**config.mk**
```make
export PLATFORM = sky130hd
export DESIGN_NAME = branch_predict_d
export DESIGN_NICKNAME = d
export VERILOG_FILES = /design/src/rtl/branch_predict_d_pkg.sv /design/src/rtl/branch_predict_d_btb_table.sv /design/src/rtl/branch_predict_d.sv
export SDC_FILE = /design/constraint.sdc
export NUM_CORES = 2
export LEC_CHECK = 0
export CAP_MARGIN = 20
export CORE_MARGIN = 3
export CORE_UTILIZATION = 30
export DETAILED_ROUTE_END_ITERATION = 10
export GPL_TIMING_DRIVEN = 0
export SYNTH_ARGS = -nofsm -noshare
export SYNTH_HDL_FRONTEND = slang
export SYNTH_SLANG_ARGS = --single-unit
```
**constraint.sdc**
```tcl
create_clock -name clk -period 8.3 [get_ports clk]
set_clock_uncertainty 0.2 [all_clocks]
set_input_delay 1.66 -clock clk [delete_from_list [all_inputs] [get_ports clk]]
set_output_delay 1.66 -clock clk [all_outputs]
set_load 0.005 [all_outputs]
```
**src/rtl/branch_predict_d_pkg.sv**
```systemverilog
// Shared definitions for the decode-stage branch predictor:
// redirect PC sources and BTB entry field geometry.
package branch_predict_d_pkg;

  typedef enum logic [2:0] {
    PC_SRC_NONE,
    PC_SRC_ERR,
    PC_SRC_ERET,
    PC_SRC_TARGET,
    PC_SRC_SEQ
  } pc_src_e;

  localparam int BTB_VALID_W = 1;

  function automatic int btb_idx_w(input int depth);
    return $clog2(depth);
  endfunction

  function automatic int btb_tag_w(input int xlen, input int depth);
    return xlen - $clog2(depth) - 2;
  endfunction

  function automatic int btb_entry_w(input int xlen, input int depth,
                                     input int cnt_w);
    return BTB_VALID_W + btb_tag_w(xlen, depth) + xlen + cnt_w;
  endfunction

endpackage

```
**src/rtl/branch_predict_d_btb_table.sv**
```systemverilog
// Direct-mapped BTB with per-entry saturating counters.
// Lookup is combinational and sees pre-update contents.
module btb_table
  import branch_predict_d_pkg::*;
#(
  parameter int XLEN      = 32,
  parameter int BTB_DEPTH = 16,
  parameter int CNT_W     = 2
) (
  input  logic            clk,
  input  logic            rst_n,
  input  logic [XLEN-1:0] lk_pc,
  output logic            pred_taken,
  output logic [XLEN-1:0] pred_target,
  input  logic            upd_en,
  input  logic [XLEN-1:0] upd_pc,
  input  logic            upd_taken,
  input  logic [XLEN-1:0] upd_target
);

  localparam int IDX_W = btb_idx_w(BTB_DEPTH);
  localparam int TAG_W = btb_tag_w(XLEN, BTB_DEPTH);
  localparam logic [CNT_W-1:0] CNT_MAX  = '1;
  localparam logic [CNT_W-1:0] CNT_ONE  = CNT_W'(1);
  localparam logic [CNT_W-1:0] CNT_WEAK =
    {1'b1, {(CNT_W-1){1'b0}}};

  logic [BTB_DEPTH-1:0] valid_q;
  logic [TAG_W-1:0]     tag_q [BTB_DEPTH];
  logic [XLEN-1:0]      tgt_q [BTB_DEPTH];
  logic [CNT_W-1:0]     cnt_q [BTB_DEPTH];

  logic [IDX_W-1:0] lk_idx;
  logic [TAG_W-1:0] lk_tag;
  logic             lk_hit;

  assign lk_idx = lk_pc[IDX_W+1:2];
  assign lk_tag = lk_pc[XLEN-1:IDX_W+2];
  assign lk_hit = valid_q[lk_idx] && (tag_q[lk_idx] == lk_tag);

  assign pred_taken  = lk_hit && cnt_q[lk_idx][CNT_W-1];
  assign pred_target = pred_taken ? tgt_q[lk_idx] : '0;

  logic [IDX_W-1:0] up_idx;
  logic [TAG_W-1:0] up_tag;
  logic             up_hit;
  logic [CNT_W-1:0] cnt_nxt;

  assign up_idx = upd_pc[IDX_W+1:2];
  assign up_tag = upd_pc[XLEN-1:IDX_W+2];
  assign up_hit = valid_q[up_idx] && (tag_q[up_idx] == up_tag);

  always_comb begin
    cnt_nxt = cnt_q[up_idx];
    if (upd_taken && cnt_q[up_idx] != CNT_MAX)
      cnt_nxt = cnt_q[up_idx] + CNT_ONE;
    else if (!upd_taken && cnt_q[up_idx] != '0)
      cnt_nxt = cnt_q[up_idx] - CNT_ONE;
  end

  always_ff @(posedge clk or negedge rst_n) begin
    if (!rst_n) begin
      valid_q <= '0;
      for (int i = 0; i < BTB_DEPTH; i++) begin
        tag_q[i] <= '0;
        tgt_q[i] <= '0;
        cnt_q[i] <= '0;
      end
    end else if (upd_en) begin
      if (up_hit) begin
        cnt_q[up_idx] <= cnt_nxt;
        if (upd_taken)
          tgt_q[up_idx] <= upd_target;
      end else if (upd_taken) begin
        // Taken miss evicts whatever aliased here.
        valid_q[up_idx] <= 1'b1;
        tag_q[up_idx]   <= up_tag;
        tgt_q[up_idx]   <= upd_target;
        cnt_q[up_idx]   <= CNT_WEAK;
      end
    end
  end

endmodule

```
**src/rtl/branch_predict_d.sv**
```systemverilog
// Decode-stage branch resolution: BTB prediction for fetch,
// redirect/flush selection and branch performance counters.
module branch_predict_d
  import branch_predict_d_pkg::*;
#(
  parameter int XLEN       = 32,
  parameter int BTB_DEPTH  = 16,
  parameter int DELAY_SLOT = 1,
  parameter int CNT_W      = 2
) (
  input  logic            clk,
  input  logic            rst_n,
  input  logic [XLEN-1:0] f_pc,
  output logic            f_pred_taken,
  output logic [XLEN-1:0] f_pred_target,
  input  logic            d_valid,
  input  logic            d_stall,
  input  logic [XLEN-1:0] d_pc,
  input  logic            d_btype,
  input  logic            d_taken,
  input  logic [XLEN-1:0] d_target,
  input  logic            d_pred_taken,
  input  logic [XLEN-1:0] d_pred_target,
  input  logic            err_pc_ready,
  input  logic            eret_pc_ready,
  input  logic [XLEN-1:0] err_vec,
  input  logic [XLEN-1:0] epc,
  output logic            redirect,
  output logic [XLEN-1:0] redirect_pc,
  output logic            flush_f,
  output logic [31:0]     br_count,
  output logic [31:0]     mispred_count
);

  localparam logic [XLEN-1:0] FT_OFS =
    (DELAY_SLOT != 0) ? XLEN'(8) : XLEN'(4);

  logic resolve;
  logic mispred;

  assign resolve = d_valid && d_btype && !d_stall;
  assign mispred = resolve &&
    ((d_pred_taken != d_taken) ||
     (d_taken && d_pred_target != d_target));

  btb_table #(
    .XLEN      (XLEN),
    .BTB_DEPTH (BTB_DEPTH),
    .CNT_W     (CNT_W)
  ) u_btb (
    .clk         (clk),
    .rst_n       (rst_n),
    .lk_pc       (f_pc),
    .pred_taken  (f_pred_taken),
    .pred_target (f_pred_target),
    .upd_en      (resolve),
    .upd_pc      (d_pc),
    .upd_taken   (d_taken),
    .upd_target  (d_target)
  );

  logic sel_err, sel_eret, sel_tgt, sel_seq;

  assign sel_err  = err_pc_ready;
  assign sel_eret = !err_pc_ready && eret_pc_ready;
  assign sel_tgt  = !err_pc_ready && !eret_pc_ready &&
                    mispred && d_taken;
  assign sel_seq  = !err_pc_ready && !eret_pc_ready &&
                    mispred && !d_taken;

  pc_src_e pc_src;

  always_comb begin
    pc_src = PC_SRC_NONE;
    unique case (1'b1)
      sel_err:  pc_src = PC_SRC_ERR;
      sel_eret: pc_src = PC_SRC_ERET;
      sel_tgt:  pc_src = PC_SRC_TARGET;
      sel_seq:  pc_src = PC_SRC_SEQ;
      default:  pc_src = PC_SRC_NONE;
    endcase
  end

  always_comb begin
    redirect_pc = '0;
    unique case (pc_src)
      PC_SRC_ERR:    redirect_pc = err_vec;
      PC_SRC_ERET:   redirect_pc = epc;
      PC_SRC_TARGET: redirect_pc = d_target;
      PC_SRC_SEQ:    redirect_pc = d_pc + FT_OFS;
      default:       redirect_pc = '0;
    endcase
  end

  assign redirect = (pc_src != PC_SRC_NONE);
  assign flush_f  = redirect;

  logic [31:0] br_q, mis_q;

  always_ff @(posedge clk or negedge rst_n) begin
    if (!rst_n) begin
      br_q  <= '0;
      mis_q <= '0;
    end else begin
      if (resolve && br_q != '1)
        br_q <= br_q + 32'd1;
      if (mispred && mis_q != '1)
        mis_q <= mis_q + 32'd1;
    end
  end

  assign br_count      = br_q;
  assign mispred_count = mis_q;

endmodule

```
# == Word-level counts from Yosys, hierarchy flattened ==
# Index checks and enable logic that the tools add are counted.
# op_classes
mux,37
n_eq_ne,11
reduce_logical,29
order_cmp,6
add_sub_neg,5
bitwise,7
# ops
cell,count
bitwise mux 512 bit,1
bitwise mux 416 bit,1
binary-select mux 26 bit (select 4 bit),2
two-way mux 32 bit,6
two-way mux 26 bit,5
binary-select mux 32 bit (select 4 bit),1
demux 32 bit (select 4 bit),1
case mux 32 bit (4 select lines),1
demux 26 bit (select 4 bit),1
"adder 32 x 1 -> 32 bit, second input constant",2
"inequality test 32 bit, second input constant",2
equality test 26 bit,2
"adder 32 x 4 -> 32 bit, second input constant",1
bitwise mux 32 bit,1
inequality test 32 bit,1
OR 16 bit,2
logical AND 1 bit,18
bitwise AND 16 bit,1
binary-select mux 2 bit (select 4 bit),2
inverter 16 bit,1
two-way mux 2 bit,7
case mux 3 bit (4 select lines),1
">= comparator 5 bit, second input constant",2
"less-than comparator 4 x 5 -> 1 bit, second input constant",2
21 further kinds,31
# word_totals
output_inout_bits,131
inputBits,201
reg_bits,1040
elab_cells,146

# == Logic depth before layout (Yosys ltp) ==
# depth
depth_word,10
depth_mapped,16

# == Modules after synthesis ==
# A second synthesis with hierarchy kept.
# hier_totals
hier_cells,3868
hier_area_um2,53477.5
# by_module_without_submodules
mod,cells_each,area_per_inst_um2,n_inst,seq_area_each_um2
btb_table,3343,48779.3,1,24423.4
branch_predict_d,525,4698.3,1,1601.5

# == Worst setup path after synthesis ==
# No wires, ideal clock.
# synth_path
path_type,input port to output port
startpoint,input f_pc[2]
endpoint,output f_pred_target[10]
required_time_ps,6440
n_path_buf,4
t_arrival_ps,4579
cell_stages,10
setup_slack_ps,1861
cell_sequence,buf_2 > buf_2 > buf_1 > mux4_2 > mux4_2 > xor2_1 > nor4_1 > nand4_1 > clkbuf_1 > nor2b_1
# synth_between
elab_chain_len,8
word_cells_on_any_way,16
cone_classes,1 x eq/ne; 12 x mux; 1 x bitwise; 2 x reduce/logical
# synth_rtl
item,line_no,text
"start, declared",branch_predict_d.sv:13,"input logic [XLEN-1:0] f_pc,"
inverter 4 -> 5 bit (not written as such),"branch_predict_d_btb_table.sv:39, branch_predict_d_btb_table.sv:41, branch_predict_d_btb_table.sv:42",
binary-select mux 26 bit (select 4 bit),branch_predict_d_btb_table.sv:39,assign lk_hit = valid_q[lk_idx] && (tag_q[lk_idx] == lk_tag);
two-way mux 26 bit (not written as such) (2 in series),branch_predict_d_btb_table.sv:39,
equality test 26 bit,branch_predict_d_btb_table.sv:39,
logical AND 1 bit,branch_predict_d_btb_table.sv:39,
logical AND 1 bit,branch_predict_d_btb_table.sv:41,assign pred_taken = lk_hit && cnt_q[lk_idx][CNT_W-1];
two-way mux 32 bit (*),branch_predict_d_btb_table.sv:42,assign pred_target = pred_taken ? tgt_q[lk_idx] : '0;
"end, declared",branch_predict_d.sv:15,"output logic [XLEN-1:0] f_pred_target,"
# Mark *: on every way between the ends. The rest lies on a longest branch, timed or not. The select of a mux whose other input is x is not followed.

# == Worst setup path after layout ==
# layout_path
startpoint,input f_pc[3]
endpoint,output f_pred_target[20]
# Same word-level chain as after synthesis.

==> impl_metrics.json <==
{
  "initial_core_util_pct": 30.4,
  "drt.antenna.violating_nets": 0,
  "p_per_area_nw_per_um2": 200,
  "finalSetupViolCount": 1,
  "antenna_found_initial": 10,
  "critPathMaxStageDelay_ns": 0.60,
  "grt-ovfl-total": 0,
  "synth_edf_count": 0,
  "cts_buffers": 113,
  "grt_pass1_vias": 37500,
  "first_iter_violations": 3215,
  "final_cell_area_um2": 64300,
  "place_congestion": 0.931,
  "synth_ff_type": "dfrtp_1",
  "dieArea_um2": 185000,
  "rows": 154,
  "vias_per_cell": 5.45,
  "core_um2": 177000,
  "p_leak_nw": 28.8,
  "grt_pass1_wl_um": 277000,
  "drive_above_1_share_pct": 33.7,
  "fin_crit_ns": 8.30,
  "max-vdd-ir-drop_v": 0.000165,
  "syn-cell-area_um2": 53900,
  "maxCapViolations": 0,
  "worst_pin_slew_ns": 1.21,
  "portBuffers": 286,
  "final.setup.tns_ns": -0.00385,
  "hold_buffers": 0,
  "syn2layout_area_growth_pct": 19.4,
  "grt_use_total_pct": 20.5,
  "cts_max_level": 3,
  "finalCritPeriodShare_pct": 100,
  "drtPass1Iterations": 6,
  "path_clk_slew_ns": 0.06,
  "rsz0062_at_grt": "false",
  "ys_ff_latch": 1040,
  "path_cells": "clkbuf_1, clkbuf_2, mux4_2, mux4_2, xnor2_2, o211ai_1, nor4_2, nand4_1, buf_4, buf_4, clkbuf_2, nor2b_1, clkdlybuf4s50_1",
  "placed_area_um2": 60100,
  "cts_tree": "built",
  "mostFrequentLayoutCells": "dfrtp_1, mux2_2, mux4_2, clkdlybuf4s50_1, clkbuf_1",
  "grt_max_degree": 161,
  "pin_count": 332,
  "status": "finished with violations",
  "min_path_type": "reg -> reg",
  "clockBufferDepth": 3,
  "drt-total-wl_um": 193000,
  "arrival_ns": 6.44,
  "worstPathMaxFanout": 10,
  "drv_slew": 0,
  "syn_inst": 3828,
  "die_y_um": 430,
  "worstPathRequired_ns": 6.44,
  "synth_cell_types": 78,
  "failed_checks": "setup timing",
  "finalWorstSetupSlack_ns": -0.00385,
  "drc_errors": 0,
  "dp_hpwl_um": 137000,
  "clk_latency_ns": 0.77,
  "hold_viol": 0,
  "crit_path_end_kind": "primary output",
  "syn_nets": 4034,
  "cp-start-kind": "input port",
  "yosysSeqAreaShare_pct": 48.3,
  "nets": 4460,
  "cts_sinks": 1040,
  "slew_headroom_pct": 19.2,
  "crit_type": "in -> out",
  "async_reset_ff_share_pct": 100,
  "vias": 36500,
  "wl_per_cell_um": 28.8,
  "slowest_stage": "clkdlybuf4s50_1",
  "cts_root_buf": "clkbuf_16",
  "yosysWarnings": 0,
  "layout_commonest_cell": "dfrtp_1",
  "die_x_um": 430,
  "syn_avg_cell_area_um2": 14.1,
  "max_freq_mhz": 120
}
-- cells in the mapped netlist, types with 12 or more instances --
library cell | number | share of area (%)
dfrtp_1 | 1040 | 48
mux2_2 | 684 | 14
mux4_2 | 353 | 15
clkbuf_1 | 225 | 1.6
nand2_1 | 223 | 1.6
mux2_1 | 176 | 3.7
mux2i_1 | 122 | 2.3
xnor2_1 | 89 | 1.4
a21oi_1 | 87 | 0.81
xor2_1 | 83 | 1.3
nor2_1 | 78 | 0.54
mux2_4 | 57 | 1.6
buf_6 | 46 | 0.96
nand3_1 | 44 | 0.41
buf_1 | 41 | 0.29
inv_1 | 38 | 0.26
nor2b_1 | 38 | 0.44
o21ai_0 | 38 | 0.35
nor3_1 | 32 | 0.30
a22oi_1 | 26 | 0.36
nand4_1 | 26 | 0.30
a221oi_1 | 24 | 0.39
buf_4 | 22 | 0.31
buf_2 | 21 | 0.20
and3_1 | 19 | 0.22
nand2b_1 | 19 | 0.22
a211oi_1 | 15 | 0.21
o2bb2ai_1 | 15 | 0.24
nor4_1 | 12 | 0.14
-- through the flow --
| stage | cells | util [%] | setup slack, ns | power, mW | hold slack [ns] |
|---|---|---|---|---|---|
| floorplan | 3828 | - | 1.86 | 6.83 | 0.241 |
| global placement | 6454 | 33.7 | -42.62 | 7.60 | 0.256 |
| detailed placement | 6475 | 33.9 | -2.12 | 7.63 | 0.262 |
| CTS | 6680 | 36.2 | 0.0136 | 13.0 | 0.278 |
| global route | 6690 | 36.3 | 0.0130 | 13.3 | 0.300 |
| finish | 6691 | 36.3 | -0.00385 | 12.9 | 0.276 |
-- report_power, final --
group	switching [mW]	internal, mW	leakage, nW
Clock	2.21	3.10	1.90
Sequential	0.287	5.49	14.1
Combinational	0.893	0.907	12.8
-- metal layers --
| metal | share of wire, % | global-route usage [%] | routed length (µm) | vias up |
|---|---|---|---|---|
| li1 | - | - | - | 15100 |
| met1 | 40 | 26.0 | 78100 | 19500 |
| met2 | 47 | 32.7 | 90200 | 1434 |
| met3 | 5.7 | 3.32 | 11100 | 469 |
| met4 | 7.1 | 13.1 | 13700 | 2 |
| met5 | 0.0057 | 0 | 11 | - |
-- what timing repair did --
item                       CTS  global route
setup endpoints to repair   49            39
buffers inserted             2             0
pin swaps                    2             2
gates resized for setup     56            13
-- state kept, by name (all words and copies together), names as in the netlist --
register,cells
u_btb.tgt_q,512
u_btb.cnt_q,32
u_btb.tag_q,416
br_count,32
mispred_count,32
u_btb.valid_q,16
-- layout make-up --
type	instances	area (µm²)
clock inverter	38	583
buffer	359	1910
antenna	6	15.0
sequential	1040	26000
multi-input combinational	2387	26000
clock buffer	168	3310
fill	17000	113000
timing repair buffer	314	3400
tap	2340	2930
inverter	39	146
-- worst max-delay path: cells and delay by family --
kind,cells,cell delay [ns]
multiplexers,2,0.92
AO/OA/AOI/OAI,1,0.47
AND/OR/NAND/NOR,3,0.71
XOR/XNOR,1,0.40
buffers and inverters,6,2.26
-- kinds of logic (layout without fill, tap and decap cells) --
kind of cell / after synthesis / in the layout / synth area share, %
mux: 1392 / 1392 / 36.6
simple gates: 550 / 550 / 5.10
compound gates: 268 / 268 / 3.37
xor+xnor: 172 / 172 / 2.80
fa+ha+maj: 5 / 5 / 0.116
flops: 1040 / 1040 / 48.3
other cells: 0 / 6 / 0
buf+inv: 401 / 918 / 3.72
-- path summary, 6_finish.rpt --
check / from / to / slack (ns) / depth (start not counted)
worst max-delay path: f_pc[3] / f_pred_target[20] / -0.004 / 13
worst min-delay path: u_btb.tgt_q[5]$_DFFE_PN0P_ / u_btb.tgt_q[5]$_DFFE_PN0P_ / 0.28 / 2
worst max register to register: u_btb.tag_q[373]$_DFFE_PN0P_ / u_btb.tag_q[128]$_DFFE_PN0P_ / 3.96 / 9
worst min register to register: u_btb.tgt_q[5]$_DFFE_PN0P_ / u_btb.tgt_q[5]$_DFFE_PN0P_ / 0.28 / 2
max in group asynchronous: rst_n / u_btb.tgt_q[113]$_DFFE_PN0P_ / 4.39 / 5
min in group asynchronous: rst_n / u_btb.tag_q[113]$_DFFE_PN0P_ / 0.54 / 1
Power figures use the tool's default switching activity.
